`src/rtl/sec_tick_ctrl.sv`:
```
// Seconds-chain driver: divides clk to a one-second tick and issues inc_sec
// plus carry increments for the seconds-tens and minutes-units registers.
module sec_tick_ctrl #(
  parameter int unsigned TICKS_PER_SEC = 10
) (
  input  logic clk,
  input  logic reset_n,
  input  logic run,
  input  logic step,
  input  logic set_any,
  input  logic sec_U_hit9,
  input  logic sec_T_hit5,
  output logic inc_sec,
  output logic inc_sec_T,
  output logic inc_min,
  output logic running
);

  localparam int unsigned PW = (TICKS_PER_SEC > 1) ? $clog2(TICKS_PER_SEC) : 1;
  localparam logic [PW-1:0] TC = PW'(TICKS_PER_SEC - 1);

  typedef enum logic {
    PAUSED  = 1'b0,
    RUNNING = 1'b1
  } state_t;

  state_t        state;
  logic [PW-1:0] presc;
  logic          step_q;
  logic          tick;

  // Carry flags are sampled with the tick, before the digit registers move.
  always_comb begin
    tick = 1'b0;
    if (!set_any) begin
      if (state == RUNNING)
        tick = (presc == TC);
      else
        tick = step && !step_q;
    end
  end

  always_ff @(posedge clk or negedge reset_n) begin
    if (!reset_n) begin
      state     <= PAUSED;
      presc     <= '0;
      step_q    <= 1'b0;
      inc_sec   <= 1'b0;
      inc_sec_T <= 1'b0;
      inc_min   <= 1'b0;
      running   <= 1'b0;
    end else begin
      step_q    <= step;
      inc_sec   <= tick;
      inc_sec_T <= tick && sec_U_hit9;
      inc_min   <= tick && sec_U_hit9 && sec_T_hit5;

      // The prescaler holds across a pause so a resumed second is not lengthened.
      if (set_any)
        presc <= '0;
      else if (state == RUNNING)
        presc <= (presc == TC) ? '0 : presc + 1'b1;

      state   <= run ? RUNNING : PAUSED;
      running <= run;
    end
  end

endmodule
```
`config.mk`:
```
export PLATFORM = sky130hd
export DESIGN_NAME = sec_tick_ctrl
export DESIGN_NICKNAME = d
export VERILOG_FILES = /design/src/rtl/sec_tick_ctrl.sv
export SDC_FILE = /design/constraint.sdc
export NUM_CORES = 1
export LEC_CHECK = 0
export BUFFER_PORTS_ARGS = -buffer_cell sky130_fd_sc_hd__buf_2
export CORE_MARGIN = 2
export CORE_UTILIZATION = 30
export DETAILED_ROUTE_END_ITERATION = 8
export GPL_ROUTABILITY_DRIVEN = 0
export PLACE_DENSITY = 0.52
export REMOVE_ABC_BUFFERS = 1
export SETUP_SLACK_MARGIN = 0.05
export SYNTH_ARGS = -nofsm -noshare
export SYNTH_HDL_FRONTEND = slang
export SYNTH_SLANG_ARGS = --single-unit
```
`constraint.sdc`:
```
create_clock -name clk -period 2.28 [get_ports clk]
set_clock_uncertainty 0.05 [all_clocks]
set_input_delay 0.114 -clock clk [delete_from_list [all_inputs] [get_ports clk]]
set_output_delay 0.114 -clock clk [all_outputs]
set_load 0.01 [all_outputs]
```
==> impl_results.md, run 1 <==
- Run status: finished clean
- CP Buf/Inv Count: 1
- Top cells by area, synth: dfrtp_1 (52%), ha_1 (5.8%), nand3b_4 (4.7%)
- Vias in the first global route: 311
- Initial antenna violation count: 0
- Count of cell types in the netlist: 23
- Clock-pin slew on the worst setup and hold paths: 0.06 ns
- Post-synth top area cell: dfrtp_1
- Max Slew Vio Count: 0
- Netlist Area Pre-Place: 429 µm²
- Slew headroom: 0.817
- Total global-route track usage: 0.111
- Setup-failing EPs final: 0
- Largest family of logic cells by synthesized area: simple AND/OR/NAND/NOR gates
- Overflow after GRT: 0
- Design Area, Final: 554 µm²
- Least-Margin Pin Slew: 0.275 ns
- DR vias/cell: 4.88
- Ant diodes: 0
- Cell Pwr Density: about 600 mW/mm²
- Final net count: 62
- TritonCTS clock tree: built
- IO Pins: 11
- DR iter-0 viols: 10
- Cell count after synthesis: 35
- CTS sink count: 9
- # Post-CTS Setup Buffers: 0
- Routed wl met2: 410 µm
- IO Port Bufs: 10
- Die width: 41.8 µm
- Hold_sp: sec_T_hit5
- Worst Setup SP: presc[1]
- Internal: 253 µW
- Synth Area in Compound Gates: 0.137
- Syn. warnings: 0
- Max-cap violations: 0
- Routed via count: about 330
- FMAX: 777 MHz
- Core area: 0.00132 mm²
- FFs w/ async S/R, synth: 1.00
- Global-route wire length before repair: 1370 µm
- Top sig layer: met4
- Cts bufs inserted: 3
- Critical Path AT: about 1.4 ns
- Main synth FF type: dfrtp_1
- Critical Path Fanout Max: 5
- Number of synthesized flops with an enable pin: 0
- Top-count cell post-synth: dfrtp_1
- DR pass1 iterations: 4
- Crit Reg-Reg Startpoint: presc[1]
- Yosys top cell area share: 0.525
- CP peak stage delay: 0.42 ns
- RSZ-0062 raised after global routing: false
- CTS H-tree lvls: 1
- CP startpoint kind: flop
- Clock network power share: 0.378
- Reg2reg setup slack: between 0.9 and 1 ns
- Metal3 WL: 39 µm
- Drt drc: 0
- Worst path cell trace: inv_1 > ha_1 > nand3b_4 > and2_4 > nor3_1
- Max clock buf depth: 2
- Clk_lat worst skew: 0.27 ns
- Sw Share: 0.250
- Die H: 41.8 µm
- HP Class: in -> reg
- Area Growth Syn to Fin: 29.2%
- Detailed Route WL: 820 µm
- Placed inst area: 498 µm²
- CP endpoint kind: flop
- Seq pwr share: 0.515
- Die Area: 0.00175 mm²
- Routed Antenna Nets: 0
- Effective utilization at floorplan: 0.326
- Avg WL per Cell: about 12 µm
- Delay-heaviest family, CP: simple AND/OR/NAND/NOR gates
- Flop and latch count out of synthesis: 9
- Mux contribution to synthesized area: 0
- Critical Path RT: 2.41 ns
- Setup_tns: 0 ns
- Static leakage: between 0.0002 and 0.0003 µW
- Simple-gate share of the synthesized area: 0.251
- Met1 wire length: around 350 µm
- Post-DP HPWL: 600 µm
- Power share of the combinational group: 0.107
- Tmin final: 1.29 ns
- Crit Path Class: reg -> reg
- NetSw: 84.4 µW
- Row count: 13
- Pre-CTS setup slack: 0.992 ns
- Area share of fa/ha/maj cells after synthesis: 0.0583
- Largest net degree at the start of global routing: 11
- Synth Area in XOR/XNOR: 0.0204
- Worst ir drop on vdd: 0.218 mV
- Final Hold Fails: 0
- Setup slack after layout: 0.993 ns
- Layout cells sized above 1: 0.327
- CTS root buf: clkbuf_4
- Syn avg cell area: 12.3 µm²
- Fin crit share: 0.564
- List of most frequent post-synthesis cells: dfrtp_1 (9), nand2_1 (3), a21oi_1 (2), ha_1 (2)
- Slowest stage cell on the critical path: dfrtp_1
- Sequential fraction of the synthesis area: 0.525
[power by group through the flow]
stage          logic (µW)  clock network (µW)  registers, µW
2_1_floorplan        16.5                   0            176
3_3_place_gp         31.9                   0            176
3_5_place_dp         32.7                   0            177
4_1_cts              36.6                 133            174
5_1_grt              40.3                 138            175
6_report             36.1                 128            174
[final cells by class]
cell class                 instances  area (µm²)
multi-input combinational         25         200
timing repair buffer              13        80.1
tap                               15        18.8
inverter                           1        3.75
clock buffer                       4        26.3
sequential                         9         225
fill                             128         763
[placed cells by master, fill, tap and decap left out]
cell type,n
a21oi_1,2
and4b_1,1
and2_4,1
o21ai_1,1
o31ai_1,1
nor3b_2,1
nand3b_1,1
nor3_1,1
nand2b_1,1
or2b_1,1
nor2b_1,1
nor2_1,1
buf_2,10
clkbuf_1,1
dlygate4sd3_1,3
o21bai_1,1
clkbuf_4,3
inv_1,1
dfrtp_1,9
o32ai_2,1
a21boi_0,1
or3b_1,1
nand2_1,3
o21ai_0,1
nand3b_4,1
xnor2_1,1
ha_1,2
[kinds of logic after synthesis]
family,Yosys count
XOR/XNOR,1
flip-flops,9
AND/OR/NAND/NOR,14
buffers and inverters,1
AO/OA/AOI/OAI,8
adder cells (fa/ha/maj),2
[sequential cells by signal (all words and copies together) (netlist names)]
register   cells
inc_min        1
running        1
inc_sec        1
inc_sec_T      1
presc          4
step_q         1
[per-layer routing]
| layer | vias to the layer above | global-route usage |
|---|---|---|
| met5 | - | 0 |
| met4 | 0 | 0.116 |
| met3 | 2 | 0.0391 |
| met2 | 10 | 0.156 |
| met1 | 156 | 0.123 |
| li1 | 159 | - |
[worst min-delay path: stages]
cell,delay [ns]
buf_2,0.09
nand2_1,0.05
nor3_1,0.04
[path summary, 6_finish.rpt]
path	endpoint	depth (start not counted)
worst max-delay path	inc_min	5
worst min-delay path	inc_min	3
max in group asynchronous	inc_sec_T	2
min in group asynchronous	presc[2]	2
worst min register to register	presc[0]	1
worst max register to register	inc_min	5
[per-stage QoR]
step / hold slack (ns) / total power (µW) / util / instances
finish: 0.0208 / 337 / 0.421 / 67
global route: 0.0222 / 353 / 0.421 / 67
CTS: 0.0132 / 343 / 0.421 / 67
detailed placement: -0.0739 / 209 / 0.378 / 60
global placement: -0.0790 / 208 / 0.378 / 60
floorplan: -0.232 / 193 / - / 35
[what timing repair did]
item                                   CTS  global route
resized for setup                        0             0
endpoints found under the hold margin   11             0
hold buffers                             3             0
Power figures use the tool's default switching activity.
==> run 2: changes to the inputs <==
==> constraint.sdc (replaced) <==
create_clock -name clk -period 1.23 [get_ports clk]
set_clock_uncertainty 0.05 [all_clocks]
set_input_delay 0.0615 -clock clk [delete_from_list [all_inputs] [get_ports clk]]
set_output_delay 0.0615 -clock clk [all_outputs]
set_load 0.01 [all_outputs]
==> run 2 against run 1 <==
The flow now finishes with violations (negative hold slack). Clock power up 77%. Sequential power up 87%. Cell area up 16%. Flip-flop and latch count unchanged. Total power up 91%.
==> impl_results.md, run 2 (synthesis gave the netlist of run 1 again) <==
- Row count: 13 (unchanged)
- Placed inst area: 505 µm² (was 498 µm²)
- Final net count: 66 (was 62)
- Crit Path Class: reg -> reg (unchanged)
- Hold_sp: set_any (was sec_T_hit5)
- Critical Path Fanout Max: 3 (was 5)
- Global-route wire length before repair: 1570 µm (was 1370 µm)
- Die Area: 0.00175 mm² (unchanged)
- Area of the multi-input gates: 249 µm² (was 200 µm²)
- Power share of the combinational group: 0.142 (was 0.107)
- Fin cells: 71 (was 67)
- Hold slack: -0.00158 ns (was 0.0208 ns)
- Worst path cell trace: inv_2 > ha_4 > nand3b_4 > and2_4 > nor3b_2 (was inv_1 > ha_1 > nand3b_4 > and2_4 > nor3_1)
- Most common cell after layout, fill and taps aside: buf_2 (unchanged)
- Clock network power share: 0.352 (was 0.378)
- CP endpoint kind: flop (unchanged)
- HP Class: in -> reg (unchanged)
- Ant diodes: 0 (unchanged)
- Core area: 0.00132 mm² (unchanged)
- Largest net degree at the start of global routing: 11 (unchanged)
- Max clock buf depth: 2 (unchanged)
- Sw Share: 0.247 (was 0.250)
- Critical Path AT: 1.35 ns (was 1.42 ns)
- Internal: 484 µW (was 253 µW)
- Most frequent cells in the layout: buf_2 (10), dfrtp_1 (8), dlygate4sd3_1 (5), clkbuf_4 (3) (was buf_2 (10), dfrtp_1 (9), nand2_1 (3), clkbuf_4 (3), dlygate4sd3_1 (3))
- CP peak stage delay: 0.41 ns (was 0.42 ns)
- Routed via count: 349 (was 327)
- CTS root buf: clkbuf_4 (unchanged)
- RSZ-0062 raised after global routing: true (was false)
- Max Slew Vio Count: 0 (unchanged)
- IO Port Bufs: 10 (unchanged)
- IO Pins: 11 (unchanged)
- Detailed Route WL: 928 µm (was 820 µm)
- CP startpoint kind: flop (unchanged)
- Cell total after placement: 61 (was 60)
- CP Buf/Inv Count: 1 (unchanged)
- Setup_tns: 0 ns (unchanged)
- Crit Reg-Reg Startpoint: presc[1] (unchanged)
- Area Growth Syn to Fin: 49.9% (was 29.2%)
- Avg WL per Cell: 13.1 µm (was 12.2 µm)
- Critical Path RT: 1.37 ns (was 2.41 ns)
- Worst ir drop on vdd: 0.472 mV (was 0.218 mV)
- Worst Setup SP: presc[1] (unchanged)
- Fin crit share: 0.990 (was 0.564)
- Initial antenna violation count: 0 (unchanged)
- Storage element area: 226 µm² (was 225 µm²)
- NetSw: 159 µW (was 84.4 µW)
- Run status: complete, but fails checks (was finished clean)
- DR iter-0 viols: 0 (was 10)
- CTS H-tree lvls: 1 (unchanged)
- Cts bufs inserted: 3 (unchanged)
- Design Area, Final: 643 µm² (was 554 µm²)
- DR pass1 iterations: 1 (was 4)
- Setup-failing EPs final: 0 (unchanged)
- Static leakage: 0.000304 µW (was 0.000284 µW)
- Max reg flops: 4 (unchanged)
- Die width: 41.8 µm (unchanged)
- Least-Margin Pin Slew: 0.301 ns (was 0.275 ns)
- Routed Antenna Nets: 0 (unchanged)
- Overall Power: 644 µW (was 337 µW)
- FMAX: 821 MHz (was 777 MHz)
- Reg with most FFs: presc (unchanged)
- Final Hold Fails: 1 (was 0)
- Cell Pwr Density: 1000 mW/mm² (was 608 mW/mm²)
- Layout cells sized above 1: 0.500 (was 0.327)
- Slowest stage cell on the critical path: dfrtp_1 (unchanged)
- CTS sink count: 9 (unchanged)
- Overflow after GRT: 0 (unchanged)
- Failing checks: negative hold slack
- Tmin final: 1.22 ns (was 1.29 ns)
- Clock-pin slew on the worst setup and hold paths: 0.06 ns (about the same)
- Clk_lat worst skew: 0.26 ns (was 0.27 ns)
- Slew headroom: 0.799 (was 0.817)
- Post-DP HPWL: 649 µm (was 600 µm)
- Effective utilization at floorplan: 0.326 (unchanged)
- Die H: 41.8 µm (unchanged)
- Vias in the first global route: 356 (was 311)
- Filler cells: 119 (was 128)
- Drt drc: 0 (unchanged)
- Max-cap violations: 0 (unchanged)
- Delay-heaviest family, CP: simple AND/OR/NAND/NOR gates (unchanged)
- TritonCTS clock tree: built (unchanged)
- Total global-route track usage: 0.122 (was 0.111)
- Seq pwr share: 0.507 (was 0.515)
- DR vias/cell: 4.92 (was 4.88)
[run 2: worst reg2reg max path, delay by kind of cell, from the launching register on]
family                   cells  cell delay [ns]
buffers and inverters        1             0.09
adder cells (fa/ha/maj)      1             0.15
flip-flops                   1             0.41
AND/OR/NAND/NOR              3             0.45
[run 2: area by class of cell]
| class | instances | share of cell area |
|---|---|---|
| clock buffer | 4 | 0.0409 |
| sequential | 9 | 0.352 |
| inverter | 1 | 0.00584 |
| multi-input combinational | 25 | 0.387 |
| tap | 15 | 0.0292 |
| timing repair buffer | 17 | 0.185 |
[run 2: through the flow]
step	hold slack, ns	util	setup WS [ns]
4_1_cts	0.00224	0.452	0.0316
5_1_grt	-0.00341	0.488	-0.0423
3_3_place_gp	-0.132	0.384	0.0299
3_5_place_dp	-0.130	0.384	-0.0394
6_report	-0.00158	0.488	0.0122
2_1_floorplan	-0.284	-	0.0527
[run 2: power by group through the flow]
stage | Sequential, µW | Combinational (µW) | Clock, µW
floorplan | 327 | 30.7 | 0
global placement | 324 | 65.0 | 0
detailed placement | 325 | 66.2 | 0
CTS | 322 | 83.4 | 229
global route | 328 | 102 | 251
finish | 326 | 91.1 | 226
[run 2: final timing paths]
| check | endpoint | slack, ns | cells past startpoint |
|---|---|---|---|
| min in group asynchronous | presc[3] | 0.12 | 2 |
| max reg2reg | inc_sec_T | 0.01 | 5 |
| min reg2reg | presc[0] | 0.53 | 1 |
| min | presc[3] | -0.002 | 2 |
| max in group asynchronous | presc[0] | 0.82 | 2 |
| max | inc_sec_T | 0.01 | 5 |
[run 2: repair_timing]
item,in CTS,in global routing
resized for setup,3,10
pin swaps,1,3
setup endpoints to repair,5,6
setup buffers,0,1
hold buffers,5,0
hold endpoints to repair,12,0
[run 2: layer usage]
metal | wire length [µm] | track usage | part of all wire | up-vias
li1 | - | - | - | 168
met1 | 331 | 0.126 | 0.36 | 167
met2 | 524 | 0.213 | 0.56 | 9
met3 | 43 | 0.0652 | 0.046 | 5
met4 | 27 | 0.0323 | 0.029 | 0
met5 | 0 | 0 | 0 | -
